`src/rtl/multiplicador_defines.sv`:
```
// Shared definitions for the multiplier family and the board RAM controller.
package multiplicador_defines;

    localparam int MULT_ST_W = 3;

    // Multiplier controller states; codes 5 to 7 are unused and fall back to ST_IDLE.
    typedef enum logic [2:0] {
        ST_IDLE = 3'd0,
        ST_LOAD = 3'd1,
        ST_STEP = 3'd2,
        ST_SIGN = 3'd3,
        ST_END  = 3'd4
    } estado_mult_t;

    // Board RAM controller states, kept here so both controllers share one package.
    typedef enum logic [1:0] {
        RAM_IDLE  = 2'd0,
        RAM_READ  = 2'd1,
        RAM_WRITE = 2'd2
    } estado_ram_t;

endpackage

```
`src/rtl/controlador_mult_param.sv`:
```
// Sequencing FSM and step counter for the parametrised shift-and-add multiplier.
module controlador_mult_param
    import multiplicador_defines::*;
#(
    parameter int WIDTH = 4
) (
    input  logic                     clk_i,
    input  logic                     rst_i,
    input  logic                     strt_cmpt_i,
    output estado_mult_t             state_o,
    output logic                     capture_en_o,
    output logic                     load_en_o,
    output logic                     step_en_o,
    output logic                     sign_en_o,
    output logic                     busy_o,
    output logic                     done_o,
    output logic [$clog2(WIDTH)-1:0] step_o
);

    localparam int CNT_W = $clog2(WIDTH);
    localparam logic [CNT_W-1:0] LAST_STEP = CNT_W'(WIDTH - 1);

    estado_mult_t     state_q, state_d;
    logic [CNT_W-1:0] cnt_q, cnt_d;

    // State and step counter registers; reset aborts any computation in flight.
    always_ff @(posedge clk_i or negedge rst_i) begin
        if (!rst_i) begin
            state_q <= ST_IDLE;
            cnt_q   <= '0;
        end else begin
            state_q <= state_d;
            cnt_q   <= cnt_d;
        end
    end

    // Next-state, counter and datapath enables; start is only looked at in IDLE and END.
    always_comb begin
        state_d      = state_q;
        cnt_d        = cnt_q;
        capture_en_o = 1'b0;
        load_en_o    = 1'b0;
        step_en_o    = 1'b0;
        sign_en_o    = 1'b0;
        case (state_q)
            ST_IDLE: begin
                if (strt_cmpt_i) begin
                    capture_en_o = 1'b1;
                    state_d      = ST_LOAD;
                end
            end
            ST_LOAD: begin
                load_en_o = 1'b1;
                cnt_d     = '0;
                state_d   = ST_STEP;
            end
            ST_STEP: begin
                step_en_o = 1'b1;
                if (cnt_q == LAST_STEP) begin
                    cnt_d   = '0;
                    state_d = ST_SIGN;
                end else begin
                    cnt_d = cnt_q + CNT_W'(1);
                end
            end
            ST_SIGN: begin
                sign_en_o = 1'b1;
                state_d   = ST_END;
            end
            ST_END: begin
                if (!strt_cmpt_i) begin
                    state_d = ST_IDLE;
                end
            end
            default: begin
                cnt_d   = '0;
                state_d = ST_IDLE;
            end
        endcase
    end

    assign state_o = state_q;
    assign busy_o  = (state_q != ST_IDLE) && (state_q != ST_END);
    assign done_o  = (state_q == ST_END);
    assign step_o  = (state_q == ST_STEP) ? cnt_q : '0;

endmodule

```
`src/rtl/multiplicador_seq_param.sv`:
```
// Parametrised sequential shift-and-add multiplier with signed/unsigned mode.
module multiplicador_seq_param
    import multiplicador_defines::*;
#(
    parameter int WIDTH = 4
) (
    input  logic                     clk_i,
    input  logic                     rst_i,
    input  logic                     strt_cmpt_i,
    input  logic                     mode_i,
    input  logic [WIDTH-1:0]         a_i,
    input  logic [WIDTH-1:0]         b_i,
    output logic                     busy_o,
    output logic                     done_o,
    output logic [2*WIDTH-1:0]       prod_o,
    output logic [MULT_ST_W-1:0]     state_o,
    output logic [$clog2(WIDTH)-1:0] step_o
);

    localparam int PW = 2 * WIDTH;

    estado_mult_t ctrlState;
    logic         captureEn, loadEn, stepEn, signEn;

    logic [WIDTH-1:0] a_q, a_d;
    logic [WIDTH-1:0] b_q, b_d;
    logic             mode_q, mode_d;
    logic [WIDTH-1:0] mcand_q, mcand_d;
    logic             neg_q, neg_d;
    logic [WIDTH-1:0] hi_q, hi_d;
    logic [WIDTH-1:0] lo_q, lo_d;
    logic [PW-1:0]    prod_q, prod_d;
    logic [WIDTH:0]   partialSum;
    logic [PW-1:0]    rawProd;

    // Magnitude of an operand; the most negative value maps to 2^(WIDTH-1) as unsigned.
    function automatic logic [WIDTH-1:0] magnitude(input logic [WIDTH-1:0] v,
                                                   input logic signedMode);
        if (signedMode && v[WIDTH-1]) begin
            return -v;
        end
        return v;
    endfunction

    controlador_mult_param #(
        .WIDTH (WIDTH)
    ) u_ctrl (
        .clk_i        (clk_i),
        .rst_i        (rst_i),
        .strt_cmpt_i  (strt_cmpt_i),
        .state_o      (ctrlState),
        .capture_en_o (captureEn),
        .load_en_o    (loadEn),
        .step_en_o    (stepEn),
        .sign_en_o    (signEn),
        .busy_o       (busy_o),
        .done_o       (done_o),
        .step_o       (step_o)
    );

    // (WIDTH+1)-bit adder: the top bit is the carry c that the shift moves into hi.
    always_comb begin
        partialSum = {1'b0, hi_q};
        if (lo_q[0]) begin
            partialSum = {1'b0, hi_q} + {1'b0, mcand_q};
        end
    end

    assign rawProd = {hi_q, lo_q};

    // Datapath next values: capture operands, load magnitudes, shift-add, apply sign.
    always_comb begin
        a_d     = a_q;
        b_d     = b_q;
        mode_d  = mode_q;
        mcand_d = mcand_q;
        neg_d   = neg_q;
        hi_d    = hi_q;
        lo_d    = lo_q;
        prod_d  = prod_q;
        if (captureEn) begin
            a_d    = a_i;
            b_d    = b_i;
            mode_d = mode_i;
        end
        if (loadEn) begin
            mcand_d = magnitude(a_q, mode_q);
            lo_d    = magnitude(b_q, mode_q);
            hi_d    = '0;
            neg_d   = mode_q & (a_q[WIDTH-1] ^ b_q[WIDTH-1]);
        end
        if (stepEn) begin
            hi_d = partialSum[WIDTH:1];
            lo_d = {partialSum[0], lo_q[WIDTH-1:1]};
        end
        if (signEn) begin
            prod_d = neg_q ? -rawProd : rawProd;
        end
    end

    // Datapath registers; everything clears on reset so no partial result survives.
    always_ff @(posedge clk_i or negedge rst_i) begin
        if (!rst_i) begin
            a_q     <= '0;
            b_q     <= '0;
            mode_q  <= 1'b0;
            mcand_q <= '0;
            neg_q   <= 1'b0;
            hi_q    <= '0;
            lo_q    <= '0;
            prod_q  <= '0;
        end else begin
            a_q     <= a_d;
            b_q     <= b_d;
            mode_q  <= mode_d;
            mcand_q <= mcand_d;
            neg_q   <= neg_d;
            hi_q    <= hi_d;
            lo_q    <= lo_d;
            prod_q  <= prod_d;
        end
    end

    assign prod_o  = prod_q;
    assign state_o = ctrlState;

endmodule

```
`config.mk`:
```
export PLATFORM = sky130hd
export DESIGN_NAME = multiplicador_seq_param
export DESIGN_NICKNAME = d
export VERILOG_FILES = /design/src/rtl/multiplicador_defines.sv /design/src/rtl/controlador_mult_param.sv /design/src/rtl/multiplicador_seq_param.sv
export SDC_FILE = /design/constraint.sdc
export NUM_CORES = 1
export LEC_CHECK = 0
export CAP_MARGIN = 20
export CORE_MARGIN = 3
export CORE_UTILIZATION = 50
export CTS_CLUSTER_DIAMETER = 50
export DETAILED_ROUTE_END_ITERATION = 8
export PLACE_DENSITY = 0.77
export SLEW_MARGIN = 0
export SYNTH_ARGS = -nofsm -noshare
export SYNTH_HDL_FRONTEND = slang
export SYNTH_HIERARCHICAL = 1
export SYNTH_SLANG_ARGS = --single-unit
```
`constraint.sdc`:
```
create_clock -name clk_i -period 2.5 [get_ports clk_i]
set_input_delay 0.625 -clock clk_i [delete_from_list [all_inputs] [get_ports clk_i]]
set_output_delay 0.625 -clock clk_i [all_outputs]
set_load 0.01 [all_outputs]
```
; Yosys cells after proc, flatten, opt, wreduce, memory -nomap -nowiden
; Index checks and enable logic that the tools add are counted.
[classes]
n_addsub = 5
n_eq_ne = 9
mux = 26
bitwise_logic = 2
n_reduce_logical = 8
[op_table]
columns = op, n
row1 = 4-bit 2-to-1 mux, 8
row2 = 3-bit one-hot mux with 5 select lines, 1
row3 = 1-bit 2-to-1 mux, 9
row4 = 3-bit 2-to-1 mux, 3
row5 = 8-bit 2-to-1 mux, 1
row6 = 4-bit negator, 2
row7 = 8-bit negator, 1
row8 = 3-bit by 2-bit equality test with 1-bit output (second input constant), 2
row9 = 4-bit by 4-bit adder with 5-bit output, 1
row10 = 5-bit 2-to-1 mux, 1
row11 = 2-bit 2-to-1 mux, 2
row12 = 2-bit != test (second input constant), 2
row13 = 2-bit one-hot mux with 2 select lines, 1
row14 = 3-bit by 1-bit equality test with 1-bit output (second input constant), 1
row15 = 3-bit equality test (second input constant), 1
row16 = 1-bit logical AND, 3
row17 = 3-bit zero test, 1
row18 = 3-bit != test (second input constant), 1
row19 = 3-bit AND reduction, 1
row20 = 3-bit nonzero test, 1
row21 = 3-bit OR reduction, 1
row22 = 2-bit by 1-bit adder with 2-bit output (second input constant), 1
row23 = 2-bit equality test (second input constant), 1
row24 = 2-bit by 1-bit != test with 1-bit output (second input constant), 1
row25 = 3 further kinds, 3
[word_totals]
ff_bits = 35
inputBits = 12
output_inout_bits = 15
wordCells = 60

; Longest topological paths before layout
[logic_depth]
word_depth = 6
mapped_depth = 7
ltp_nobuf = 7

; Modules after synthesis
; Netlist, hierarchy kept.
[modules_own_cells]
columns = module, instances, cells_per_inst, area_per_inst_um2, seq_area_each_um2
row1 = multiplicador_seq_param, 1, 159, 1585.3, 750.7
row2 = controlador_mult_param, 1, 30, 290.3, 125.1

; Worst setup path after synthesis
; Ideal clock, no wire load.
[synth_timing]
kind = flip-flop to flip-flop
start = register u_ctrl.state_q[0], in the netlist u_ctrl/state_o[0]
end = register a_q[2]
arrival_time_ns = 1.686
required_ns = 2.375
path_slack_ns = 0.689
path_stages_with_launch = 7
path_buffers = 2
path_cell_list = dfrtp_1 buf_6 nor2_2 inv_2 nor3b_2 clkbuf_1 mux2_2
[synth_via]
elab_chain_len = 2
[synth_rtl]
columns = element, line
row1 = "start, declared", controlador_mult_param.sv:23  ; estado_mult_t state_q, state_d;
row2 = "start signal, assigned", controlador_mult_param.sv:32  ; state_q <= state_d;
row3 = 3-bit zero test, controlador_mult_param.sv:45  ; case (state_q)
row4 = 1-bit 2-to-1 mux, controlador_mult_param.sv:45
row5 = via captureEn, multiplicador_seq_param.sv:23  ; logic captureEn, loadEn, stepEn, signEn;
row6 = "end signal, assigned", multiplicador_seq_param.sv:104  ; a_q <= '0;
row7 = "end signal, assigned", multiplicador_seq_param.sv:113  ; a_q <= a_d;
row8 = "end, declared", multiplicador_seq_param.sv:25  ; logic [WIDTH-1:0] a_q, a_d;
; The timed path passes the listed nets, and every way through them passes these cells.
; A chain may end at the register's enable or synchronous reset.

; Worst setup path after layout
[layout_timing]
start = register u_ctrl.state_q[2], in the netlist u_ctrl/state_o[2]
end = output step_o[1]
[layout_via]
elab_chain_len = 2
[layout_rtl]
columns = element, line
row1 = 3-bit by 2-bit equality test with 1-bit output, controlador_mult_param.sv:85  ; assign step_o = (state_q == ST_STEP) ? cnt_q : '0;
row2 = 2-bit 2-to-1 mux, controlador_mult_param.sv:85
row3 = "end, declared", multiplicador_seq_param.sv:17  ; output logic [$clog2(WIDTH)-1:0] step_o
; No other way between the ends.

==> results.md <==
* Commonest non-fill, non-tap cells in the layout: dfrtp_1 (34), clkdlybuf4s50_1 (26), nand2_1 (15), nor2_1 (15)
* Critical Path End Type: output pin
* Flop pwr share at 38.0%
* Post-CTS setup buffer count at 0
* Crit-path max FO at 7
* Mapped Avg Cell Area at 9.924 sq um
* Psw at 1.211 mW
* Starting Density at 54.08%
* Nets@finish at 239
* Drt drc at 0
* Boundary Pins at 27
* Final GP Congestion at 0.8165
* Detailed Place HPWL at 2.813 mm
* Top area cells in the synthesized netlist: dfrtp_1 (47%), ha_1 (5.3%), mux2_2 (4.2%)
* WL per Instance at 14.20 um
* Endpoints failing setup at 0
* Power share of the clock group at 14.6%
* Crit share post-route at 96.77%
* Sequential fraction of the synthesis area at 46.70%
* Minimum clock period at 2.419 ns
* Area leader, netlist: dfrtp_1
* Root buf cell: clkbuf_8
* Layout cells sized above 1 at 15.53%
* Clock buffer depth at 2
* Yosys cell types at 40
* Row cnt at 21
* Die Ht at 67.25 um
* Cell Area, Placed at 2195 sq um
* DRT antenna net count at 0
* Switching Share at 39.77%
* Slew margin rel. at 69.56%
* Vias at 1438
* Gate power share at 47.4%
* Crit Path Category: flip-flop to output pin
* Top FF cell, synth: dfrtp_1
* Hold crit path type: flip-flop to flip-flop
* Yosys warnings at 6
* Worst Setup Start Kind: flip-flop
* DR iter-0 viols at 37
* Post-synth EDFFs at 0
* Grt ovf at 0
* Port Buffers at 26
* Status: completed
* Setup TNS at 0 ns
* Skew final at 0.006764 ns
* Max stage delay on crit path at 0.53 ns
* RSZ-0062 raised after global routing: no
* # clock sinks at 35
* Post-Syn Nets at 210
* Post-synthesis register bit count at 35
* Antenna violations before repair at 0
* Die area at 4522 sq um
* Peak supply drop at 0.7128 mV
* Most common cell after layout, fill and taps aside: dfrtp_1
* Highest clock rate at 413.4 MHz
* Post-synth top area share at 46.70%
* Max Cap Viol at 0
* GRT Util Overall at 19.39%
* R2R setup slack at 0.66 ns
* Worst Tran Pin Value at 0.4566 ns
* First-pass GRT wire length at 6.555 mm
* Skew-Pair Late Insertion Delay at 0.29 ns
* Max Transition Viols Final at 0
* Total CTS buffers at 5
* Critical path arrival at 1.79 ns
* ANT cells at 0
* Largest net degree at the start of global routing at 36
* Area delta synth->final at 22.55%
* Final Core Density at 66.27%
* Finished layout cell area at 2298 sq um
* Vias in the first global route at 1439
* Chip Width at 67.25 um
* Cell Int Power at 1.835 mW
* Dpl ws at 0.3631 ns
* 1st-pass router iterations at 4
* Critical path cell sequence: nand2b_2 > nor2_2 > and2_1 > clkdlybuf4s50_1
* CTS tree: built
* Pleak at 1.007 nW
* CTS HTree Levels at 2
* Core area at 3468 sq um
* Post-DR vias/cell at 5.426
* Routed Wire Length at 3.763 mm
* Critical Path RT at 1.88 ns
* Ys async rst share at 100.0%
* Cell count after synthesis at 189
* Power per Cell Area at 1325 nW/um^2
* Worst setup margin at 0.08080 ns
* Reg clk slew, reported paths at 0.07 ns
* Crit-path slowest cell: clkdlybuf4s50_1
* Hold Vio Cnt, Final at 0
* Synth Cell Area at 1876 sq um
-- worst max-delay path: cells and delay by family, from the launching register on --
family	cells	cell delay (ns)
buffers and inverters	1	0.53
flip-flops	1	0.46
AND/OR/NAND/NOR	3	0.51
-- registers in the layout, indices dropped and copies added, names as in the netlist --
name and count:
prod_o 8, a_q 4, b_q 4, hi_q 4, lo_q 4, mcand_q 4
u_ctrl/state_o 3, u_ctrl/cnt_q 2, mode_q 1, neg_q 1
-- cells by family after synthesis --
| logic type | synth area share [%] |
|---|---|
| multiplexers | 7.939 |
| AND/OR/NAND/NOR | 14.28 |
| XOR/XNOR | 4.670 |
| adder cells (fa/ha/maj) | 6.405 |
| flip-flops | 46.70 |
| AO/OA/AOI/OAI | 14.61 |
| buffers and inverters | 5.404 |
-- cell usage after synthesis, types with 2 or more instances --
master    instances
inv_2             2
dfrtp_1          35
ha_1              8
nand2_1          15
mux2i_1           7
nor3_1            3
o21ai_0          10
nor2_1           15
inv_1            14
nor2_2            2
o21ai_1           2
nand3_1           5
a21oi_1          14
o31ai_2           2
clkbuf_1          8
a311oi_1          2
xnor2_1           6
a21o_1            3
nand2b_1          2
mux2_2            7
xor2_1            4
and2_1            2
o31ai_1           4
-- power groups by stage --
stage	Sequential, mW	Clock (mW)	Combinational [mW]
5_1_grt	1.21	0.481	1.62
6_report	1.16	0.445	1.44
2_1_floorplan	1.08	0	1.01
3_5_place_dp	1.16	0	1.44
3_3_place_gp	1.14	0	1.38
4_1_cts	1.15	0.457	1.45
-- final cells by class --
type	instances	area [sq um]
repair buffers	31	297.8
clock buffers	8	100.1
flip-flops and latches	35	877.1
fillers	291	1170
well taps	46	57.56
multi-input cells	129	905.9
inverters	16	60.06
-- layer usage --
metal | global-route usage [%] | share of wire, % | vias to the layer above
met5 | 0 | 0 | -
met4 | 6.076 | 1.4 | 0
met3 | 4.992 | 4.8 | 5
met2 | 33.74 | 50 | 39
met1 | 23.42 | 44 | 686
li1 | - | - | 708
-- path summary, 6_finish.rpt --
check                           cells past startpoint                 to         startpoint
max in group asynchronous                           2  u_ctrl/state_o[2]              rst_i
worst max-delay path                                4          step_o[1]  u_ctrl/state_o[2]
worst min-delay path                                1          prod_o[0]          prod_o[0]
worst min register to register                      1          prod_o[0]          prod_o[0]
worst max register to register                      6          prod_o[6]            lo_q[0]
min in group asynchronous                           2    u_ctrl/cnt_q[0]              rst_i
-- stage by stage --
step | cells | hold WS (ns) | power, mW
floorplan | 189 | 0.3294 | 2.091
detailed placement | 257 | 0.5081 | 2.609
global placement | 257 | 0.4936 | 2.515
finish | 265 | 0.5111 | 3.046
global route | 265 | 0.5301 | 3.309
CTS | 265 | 0.5190 | 3.065
-- repair_timing --
item	CTS	global route
hold buffers	0	0
setup endpoints to repair	0	2
endpoints found under the hold margin	0	0
gates resized for setup	0	2
No activity file was read; power rests on OpenSTA's default activity.
